## src/rtl/pc_fetch_unit.sv

```systemverilog
// Architectural PC plus instruction fetch sequencer. At most one imem request
// is outstanding. Responses that belong to a redirected-away path are drained.
module pc_fetch_unit #(
  parameter int unsigned      WIDTH    = 32,
  parameter logic [WIDTH-1:0] RESET_PC = '0
) (
  input  logic             clk,
  input  logic             rst,
  input  logic             redirect_i,
  input  logic [WIDTH-1:0] redirect_pc,
  output logic             imem_req,
  output logic [WIDTH-1:0] imem_addr,
  input  logic             imem_gnt,
  input  logic             imem_rvalid,
  input  logic [31:0]      imem_rdata,
  output logic             dec_valid,
  input  logic             dec_ready,
  output logic [31:0]      dec_instr,
  output logic [WIDTH-1:0] dec_pc
);

  typedef enum logic [1:0] {
    ST_IDLE,
    ST_FETCH,
    ST_WAIT,
    ST_DRAIN
  } state_t;

  localparam logic [WIDTH-1:0] PC_STEP    = WIDTH'(4);
  localparam logic [WIDTH-1:0] ALIGN_MASK = ~WIDTH'(3);

  state_t           state_reg;
  state_t           state_next;
  logic [WIDTH-1:0] pc_reg;
  logic [WIDTH-1:0] pc_next;
  logic             imem_req_next;
  logic [WIDTH-1:0] imem_addr_next;
  logic             dec_valid_next;
  logic [31:0]      dec_instr_next;
  logic [WIDTH-1:0] dec_pc_next;

  logic [WIDTH-1:0] redirect_target;
  logic             buf_pop;
  logic             fetch_accept;

  assign redirect_target = redirect_pc & ALIGN_MASK;
  assign buf_pop         = dec_valid & dec_ready;
  assign fetch_accept    = imem_req & imem_gnt;

  always_comb begin
    state_next     = state_reg;
    pc_next        = pc_reg;
    dec_valid_next = dec_valid & ~buf_pop;
    dec_instr_next = dec_instr;
    dec_pc_next    = dec_pc;

    unique case (state_reg)
      ST_IDLE: begin
        state_next = ST_FETCH;
      end

      ST_FETCH: begin
        if (redirect_i) begin
          pc_next        = redirect_target;
          dec_valid_next = 1'b0;
          // A request granted on the redirect cycle still owes a response.
          if (fetch_accept) begin
            state_next = ST_DRAIN;
          end
        end else if (fetch_accept) begin
          state_next = ST_WAIT;
        end
      end

      ST_WAIT: begin
        if (redirect_i) begin
          pc_next        = redirect_target;
          dec_valid_next = 1'b0;
          state_next     = imem_rvalid ? ST_FETCH : ST_DRAIN;
        end else if (imem_rvalid) begin
          dec_valid_next = 1'b1;
          dec_instr_next = imem_rdata;
          dec_pc_next    = pc_reg;
          pc_next        = pc_reg + PC_STEP;
          state_next     = ST_FETCH;
        end
      end

      ST_DRAIN: begin
        if (redirect_i) begin
          pc_next        = redirect_target;
          dec_valid_next = 1'b0;
        end
        if (imem_rvalid) begin
          state_next = ST_FETCH;
        end
      end

      default: begin
        state_next = ST_IDLE;
      end
    endcase

    // Request only into an empty buffer so a response always has a slot.
    imem_req_next  = (state_next == ST_FETCH) & ~dec_valid_next;
    imem_addr_next = pc_next;
  end

  always_ff @(posedge clk or posedge rst) begin
    if (rst) begin
      state_reg <= ST_IDLE;
      pc_reg    <= RESET_PC;
      imem_req  <= 1'b0;
      imem_addr <= RESET_PC;
      dec_valid <= 1'b0;
      dec_instr <= '0;
      dec_pc    <= '0;
    end else begin
      state_reg <= state_next;
      pc_reg    <= pc_next;
      imem_req  <= imem_req_next;
      imem_addr <= imem_addr_next;
      dec_valid <= dec_valid_next;
      dec_instr <= dec_instr_next;
      dec_pc    <= dec_pc_next;
    end
  end

endmodule
```

## config.mk

```make
export PLATFORM = sky130hd
export DESIGN_NAME = pc_fetch_unit
export DESIGN_NICKNAME = d
export VERILOG_FILES = /design/src/rtl/pc_fetch_unit.sv
export SDC_FILE = /design/constraint.sdc
export NUM_CORES = 1
export LEC_CHECK = 0
export CORE_MARGIN = 4
export CORE_UTILIZATION = 40
export CTS_BUF_LIST = sky130_fd_sc_hd__clkbuf_8 sky130_fd_sc_hd__clkbuf_16
export DETAILED_ROUTE_END_ITERATION = 10
export PLACE_DENSITY = 0.81
export SLEW_MARGIN = 20
export SYNTH_ARGS = -nofsm -noshare
export SYNTH_HDL_FRONTEND = slang
export SYNTH_SLANG_ARGS = --single-unit
```

## constraint.sdc

```tcl
create_clock -name clk -period 3.2 [get_ports clk]
set_input_delay 0.64 -clock clk [delete_from_list [all_inputs] [get_ports clk]]
set_output_delay 0.64 -clock clk [all_outputs]
set_load 0.03 [all_outputs]
```

==> results of run 1 <==
logic make-up (layout without fill, tap and decap cells):
kind of cell,count (synthesis),count (layout)
AO/OA/AOI/OAI,87,87
buffers and inverters,36,193
other,1,4
AND/OR/NAND/NOR,124,124
flip-flops,96,96
adder cells (fa/ha/maj),1,1
multiplexers,62,62
layer usage:
layer	vias to the layer above	part of all wire, %	track usage (%)
met1	1952	39	25.0
li1	1810	-	-
met3	36	8.6	7.06
met5	-	0	0
met4	0	2.9	7.44
met2	174	50	33.8
per-stage QoR:
stage	utilization, %	instance area, um^2	total power [mW]	std cells	setup WS (ps)
3_3_place_gp	57.4	6270	4.52	691	672
4_1_cts	60.4	6600	5.82	707	823
2_1_floorplan	-	4500	3.43	410	54.6
6_report	60.4	6600	5.78	707	825
3_5_place_dp	57.4	6270	4.62	691	606
5_1_grt	60.4	6600	6.07	707	609
synth_stat cells (2+ instances only):
cell / count / area [um^2]
and4_1: 2 / 17.5
o21ai_0: 7 / 35.0
nor4_1: 5 / 31.3
and3_1: 7 / 43.8
a41o_1: 2 / 20.0
a2bb2oi_1: 6 / 52.6
dfrtp_1: 96 / 2400
o21a_1: 2 / 15.0
a311oi_1: 3 / 26.3
or2_2: 2 / 12.5
a31oi_1: 4 / 25.0
nand2b_1: 3 / 18.8
clkbuf_1: 14 / 52.6
or3_4: 2 / 22.5
inv_1: 6 / 22.5
nor2_1: 24 / 90.1
a21oi_1: 30 / 150
o211ai_1: 4 / 30.0
nand2_1: 35 / 131
o22ai_1: 12 / 75.1
nand4_1: 10 / 62.6
mux2_2: 62 / 698
nor3_1: 12 / 60.1
nand3_1: 18 / 90.1
o22a_1: 6 / 52.6
buf_4: 9 / 67.6
buf_1: 3 / 11.3
o21bai_1: 2 / 15.0
buf_2: 4 / 20.0
area by class of cell:
class	count	area, um^2
fill	905	4330
clock inverter	6	91.3
sequential	96	2400
timing repair buffer	171	1720
tap	140	175
multi-input combinational	278	1950
inverter	6	25.0
clock buffer	10	239
worst max-delay path, cell delays in order, from the launching register on:
cell     delay, ps
dfrtp_1        480
ha_1           280
nand4_2        220
nor3_1         570
nand3_1        290
nor4_1         340
nor3_1          70
power by group through the flow:
stage	logic (mW)	registers, mW	clock network (mW)
3_5_place_dp	2.57	2.05	0
2_1_floorplan	0.683	2.75	0
3_3_place_gp	2.52	2.00	0
5_1_grt	2.70	2.10	1.27
6_report	2.56	2.03	1.19
4_1_cts	2.58	2.03	1.21
path summary, 6_finish.rpt:
path / start / endpoint / slack (ps) / cells past startpoint
max: pc_reg[2] / pc_reg[22] / 830 / 6
min: dec_instr[9] / dec_instr[9] / 510 / 1
max reg2reg: pc_reg[2] / pc_reg[22] / 830 / 6
min reg2reg: dec_instr[9] / dec_instr[9] / 510 / 1
max in group asynchronous: rst / dec_instr[20] / 1820 / 3
min in group asynchronous: rst / dec_instr[29] / 720 / 2
==> impl_metrics.tcl, run 1 <==
set metrics [dict create \
    status "finished, final reports clean" \
    syn-mean-instance-area_um2 11.0 \
    cts_hold_buf 0 \
    antenna_found_initial 0 \
    clockPowerShare_pct 20.6 \
    netlist-cell-type-count 44 \
    initial_utilization_pct 41.1 \
    synth_warnings 0 \
    p_seq_share_pct 35.1 \
    p_sw_share_pct 39.8 \
    post-route-drc-count 0 \
    slew_headroom_pct 56.0 \
    clock_latency_ps 350 \
    die_y_um 114 \
    dp_hpwl_mm 9.38 \
    drt_iter0_drc 319 \
    start_kind "flop" \
    cts_made_buffers 9 \
    irDropWorstVdd_mv 0.491 \
    wl_per_cell_um 18.4 \
    worstSetupPathType "flop to flop" \
    io_buffers 161 \
    end_kind "flop" \
    wl_mm 13.0 \
    critPathArrivalTime_ps 2610 \
    ys_seq_elements 96 \
    gr-total-overflow 0 \
    finalCriticalPeriod_ps 2370 \
    cts_tree "yes" \
    cts_sinks 96 \
    layout_common_cells "clkdlybuf4s50_1 (161), dfrtp_1 (96), mux2_2 (62), nand2_1 (35), a21oi_1 (30)" \
    p_comb_share_pct 44.3 \
    antenna_left 0 \
    io_pins 168 \
    power.leakage_nw 2.72 \
    die_x_um 114 \
    clk_pin_slew_worst_paths_ps 70 \
    netlist_area_mm2 0.00449 \
    finalCritPeriodShare_pct 74.2 \
    synth_seq_area_share_pct 53.5 \
    synth_top_family_by_area "multiplexers" \
    internal-power_mw 3.48 \
    drive_above_1_share_pct 17.6 \
    pwr_density_cell_mw_per_mm2 875 \
    max_freq_mhz 421 \
    hold_violations 0 \
    fin_nets 633 \
    rsz0062_at_grt "no" \
    coreArea_mm2 0.0109 \
    synth_ff_type "dfrtp_1" \
    largest_reg_flops 32 \
    cap_violations 0 \
    grt_pass1_wl_mm 21.2 \
    num_vias 3972 \
    synthMuxAreaShare_pct 15.6 \
    dr.pass1.iters 5 \
    n_antenna_cell 0 \
    gp_congestion 0.819 \
    tightest_slew_ps 660 \
    ctsResizeCount 0 \
    grt_pass1_vias 4107 \
    syn2layout_area_growth_pct 47.1 \
    synth_adder_area_share_pct 0.279 \
    worstPathRequired_ps 3430 \
    drt-vias-per-instance 5.62 \
    synthSimpleGateAreaFrac_pct 13.7 \
    setup_viol 0 \
    slew_violations 0 \
    synth_compound_area_share_pct 13.0 \
    final_common_cell "clkdlybuf4s50_1" \
    holdWs_ps 506 \
    grt.total_usage_pct 20.5 \
    grt_max_degree 50 \
    p_switching_mw 2.30 \
    die-area_mm2 0.0130 \
    fin_skew_ps 8.14 \
    cts_root_buf "clkbuf_16" \
    hp-class "flop to flop" \
    synth-edff-count 0 \
    syn_inst 407 \
    num_rows 38 \
    ctsHtreeMaxLevel 3 \
    async_flop_share_pct 100 \
    crit_fanout 7 \
    clk_path_buf_depth 2 \
    cts_setup_buffers 0 \
    synthXorXnorAreaFrac_pct 0 \
    final.setup.tns_ps 0 \
]
Power figures use the tool's default switching activity.
==> run 2: changes to the inputs <==
Clock period 3.2 ns to 2.1 ns, I/O delays scaled along.
==> run 2 against run 1 <==
Compared with the run above:
- largest power group unchanged
- sequential cell count stayed put
- clock power grew 36%
- combinational power up 60%
- sequential share of layout area decreased by 0.48 points
- critical path type is now flop to output pin
- clock-buffer cell count stayed put
- clock skew is essentially flat
- core utilization increased by 0.87 points
- global-route usage down 0.20 points
- via count rose by 0.68%
==> impl_metrics.tcl, run 2 (synthesis gave the netlist of run 1 again) <==
set metrics [dict create \
    die_x_um 114 \
    irDropWorstVdd_mv 0.647 \
    coreArea_mm2 0.0109 \
    rsz0062_at_grt "no" \
    cts_made_buffers 9 \
    setup_viol 0 \
    timing.final.ws_setup_ps 77.0 \
    grt_max_degree 59 \
    dr.pass1.iters 5 \
    grt_pass1_wl_mm 21.0 \
    wl_mm 13.0 \
    crit_fanout 8 \
    power.leakage_nw 2.78 \
    fin_skew_ps 7.87 \
    r2r_cells 8 \
    clk_path_buf_depth 2 \
    layout_common_cells "clkdlybuf4s50_1 (161), dfrtp_1 (94), mux2_2 (62), nand2_1 (35), a21oi_1 (30)" \
    num_rows 38 \
    antenna_left 0 \
    finalCritPeriodShare_pct 96.3 \
    hp-class "flop to flop" \
    grt.total_usage_pct 20.3 \
    io_buffers 161 \
    cts_tree "yes" \
    initial_utilization_pct 41.1 \
    cap_violations 0 \
    post-place-ws_ps -13.1 \
    grt_pass1_vias 4085 \
    gp_congestion 0.854 \
    crit_family "buffers and inverters" \
    die_y_um 114 \
    largest_reg_flops 32 \
    cts_sinks 96 \
    syn2layout_area_growth_pct 49.2 \
    clk_pin_slew_worst_paths_ps 70 \
    grtUsageMet3_pct 5.46 \
    critPathArrivalTime_ps 1600 \
    hold_violations 0 \
    timing.rr.start "pc_reg[3]" \
    grt_use_met1_pct 25.1 \
    end_kind "output pin" \
    fin_nets 648 \
    grt_use_met2_pct 33.5 \
    crit_start "pc_reg[14]" \
    max_freq_mhz 494 \
    die-area_mm2 0.0130 \
    ctsHtreeMaxLevel 3 \
    gr-total-overflow 0 \
    cp_cell_sequence "clkdlybuf4s50_1" \
    pwr_density_cell_mw_per_mm2 1300 \
    dp_hpwl_mm 9.41 \
    power_mw 8.73 \
    n_antenna_cell 0 \
    status "finished, final reports clean" \
    io_pins 168 \
    busiest_layer "met2" \
    drt_iter0_drc 278 \
    wl_per_cell_um 18.0 \
    antenna_found_initial 0 \
    slew_violations 0 \
    cp_num_buf_inv 1 \
    clock_latency_ps 340 \
    whs_path_depth 1 \
    worstSetupPathType "flop to output pin" \
    cts_setup_buffers 0 \
    num_vias 3999 \
    worstHoldStart "dec_instr[2]" \
    drt-vias-per-instance 5.55 \
    cts_root_buf "clkbuf_16" \
    start_kind "flop" \
    drive_above_1_share_pct 20.1 \
    cpPeakStageDelay_ps 740 \
    fin_util_pct 61.2 \
    final_common_cell "clkdlybuf4s50_1" \
    finalCriticalPeriod_ps 2020 \
    cp.depth 1 \
    worstPathRequired_ps 1680 \
    post-route-drc-count 0 \
    final.setup.tns_ps 0 \
    slowest_stage "clkdlybuf4s50_1" \
]
-- run 2: cell count changes in the layout (fill, tap and decap cells not counted), moves of 2 or more --
cell / change
dfrtp_1: -2
buf_4: +14
clkinv_4: -2
dfrtp_2: +2
clkinv_2: +2
-- run 2: worst paths after layout --
kind	slack [ps]	endpoint
max	80	imem_addr[14]
min	500	dec_instr[2]
max reg2reg	150	pc_reg[22]
min reg2reg	500	dec_instr[2]
max in group asynchronous	1150	dec_instr[1]
min in group asynchronous	510	pc_reg[25]
-- run 2: stage by stage --
step,instance area [um^2],std cells,hold WS [ps]
after CTS,6690,721,510
after global placement,6400,706,489
after global routing,6700,721,520
after detailed placement,6400,706,495
after floorplan,4510,410,528
final,6700,721,505
-- run 2: layer usage --
metal / up-vias / part of all wire [%]
li1: 1822 / -
met1: 1963 / 40
met2: 184 / 50
met3: 30 / 7.4
met4: 0 / 2.7
met5: - / 0
-- run 2: where the power goes --
group	internal (mW)	leakage, nW	total, mW	switching (mW)
Sequential	2.48	1.20	3.03	0.549
Combinational	1.83	1.43	4.09	2.25
Clock	0.939	0.149	1.62	0.678
Total	5.25	2.78	8.73	3.48
-- run 2: what timing repair did --
item	CTS	global route
endpoints found under the setup margin	0	4
resized for setup	0	2
hold buffers	0	0
-- run 2: layout make-up --
class	count	area, um^2
Inverter	6	26.3
Multi-Input combinational cell	278	1950
Sequential cell	96	2400
Fill cell	894	4240
Timing Repair Buffer	186	1850
Clock buffer	10	239
Tap cell	140	175
Clock inverter	5	48.8
==> run 3: changes to the inputs <==
Settings changed: CORE_MARGIN 4 to unset.
==> run 3 against run 2 <==
Compared with the run above:
- global-route usage is 1.6 points higher
- wire length is 4.9% lower
- clock-buffer cell count increased by 1
- critical path type unchanged
- first-iteration DRC count up 27%
- maximum frequency decreased by 0.26%
- worst hold slack lost 13 ps
- via count fell by 1.4%
- register-to-register slack hardly changed
- largest cell class unchanged
- critical path depth unchanged
- highest routed layer unchanged
- setup slack got worse by 5.3 ps
==> impl_metrics.tcl, run 3 (synthesis gave the netlist of run 1 again) <==
set metrics [dict create \
    setup_viol 0 \
    critPathArrivalTime_ps 1610 \
    largest_reg_flops 32 \
    io_pins 168 \
    slew_violations 0 \
    start_kind "flop" \
    final_common_cell "clkdlybuf4s50_1" \
    cts_tree "yes" \
    antenna_left 0 \
    hp-class "input pin to asynchronous set/reset pin" \
    dpl-instance-area_mm2 0.00641 \
    grt_pass1_wl_mm 19.7 \
    clk_pin_slew_worst_paths_ps 90 \
    hold_violations 0 \
    gp_congestion 0.865 \
    cap_violations 0 \
    irDropWorstVdd_mv 0.581 \
    fin_nets 647 \
    holdWs_ps 492 \
    slowest_stage "clkdlybuf4s50_1" \
    gr-total-overflow 0 \
    layout_common_cells "clkdlybuf4s50_1 (158), dfrtp_1 (94), mux2_2 (62), nand2_1 (35), a21oi_1 (30)" \
    grt_max_degree 59 \
    worstSetupPathType "flop to output pin" \
    drive_above_1_share_pct 19.7 \
    pwr_density_cell_mw_per_mm2 1270 \
    drt-vias-per-instance 5.48 \
    grt.total_usage_pct 21.9 \
    wl_mm 12.4 \
    num_rows 38 \
    n_antenna_cell 0 \
    dp.cells 705 \
    post-route-drc-count 0 \
    grt_pass1_vias 3935 \
    rsz0062_at_grt "no" \
    initial_utilization_pct 41.2 \
    die_x_um 108 \
    num-fill-cells 900 \
    crit_family "buffers and inverters" \
    crit_fanout 9 \
    power_mw 8.42 \
    ctsHtreeMaxLevel 3 \
    dr.pass1.iters 4 \
    cts_setup_buffers 0 \
    die_y_um 108 \
    clock_latency_ps 360 \
    status "finished, final reports clean" \
    finalInstanceArea_mm2 0.00663 \
    cp_cell_sequence "clkdlybuf4s50_1" \
    cts_root_buf "clkbuf_8" \
    num_vias 3945 \
    power.leakage_nw 2.76 \
    fin_util_pct 60.9 \
    coreArea_mm2 0.0109 \
    finalCritPeriodShare_pct 96.6 \
    fin_skew_ps 12.6 \
    cp.depth 1 \
    io_buffers 161 \
    worstPathRequired_ps 1680 \
    cts_hold_buf 0 \
    finalCriticalPeriod_ps 2030 \
    cp_num_buf_inv 1 \
    sequential_cell_area_mm2 0.00240 \
    wl_per_cell_um 17.2 \
    clk_path_buf_depth 2 \
    die-area_mm2 0.0117 \
    antenna_found_initial 0 \
    final_cells 720 \
    cts_sinks 96 \
    syn2layout_area_growth_pct 47.8 \
    multiInputGateArea_mm2 0.00195 \
    dp_hpwl_mm 8.90 \
    cpPeakStageDelay_ps 750 \
    cts_made_buffers 9 \
    end_kind "output pin" \
    drt_iter0_drc 354 \
    max_freq_mhz 493 \
    r2r_cells 5 \
]
-- run 3: cell count changes in the layout (fill, tap and decap cells not counted), sizes merged --
cell and delta:
bufinv +1, dlymetal6s2s +3, clkbuf +1, buf -1, clkinv -2, clkdlybuf4s50 -3
-- run 3: through the flow --
stage / setup WS [ps] / TNS [ps]
CTS: 26.5 / 0
global route: 17.4 / 0
floorplan: 40.3 / 0
detailed placement: -0.835 / -0.835
global placement: 9.21 / 0
finish: 71.7 / 0
-- run 3: worst paths after layout --
kind,startpoint,to,slack (ps)
worst max-delay path,pc_reg[23],imem_addr[23],70
worst min-delay path,rst,dec_instr[9],490
worst max register to register,pc_reg[4],pc_reg[27],160
worst min register to register,dec_pc[19],dec_pc[19],510
max in group asynchronous,rst,dec_pc[19],1180
min in group clk,dec_pc[19],dec_pc[19],510
-- run 3: layer usage --
metal	GRT usage [%]	up-vias	routed length (um)
met1	26.7	1919	5020
li1	-	1822	-
met4	10.5	0	302
met5	0	-	0
met2	36.3	180	6160
met3	5.36	24	883
-- run 3: cell type report --
class                   instances  share of cell area [%]
clock buffers                  11                    2.28
clock inverters                 4                    1.04
inverters                       6                   0.396
multi-input cells             278                    29.3
flip-flops and latches         96                    36.3
well taps                     140                    2.64
repair buffers                185                    28.1
-- run 3: repair_timing --
| action | CTS | global route |
|---|---|---|
| endpoints found under the hold margin | 0 | 0 |
| endpoints found under the setup margin | 0 | 3 |
| resized for setup | 0 | 3 |
-- run 3: where the power goes --
group / switching [mW] / internal [mW]
Combinational: 2.20 / 1.82
Clock: 0.638 / 0.725
Sequential: 0.561 / 2.47
Total: 3.40 / 5.02
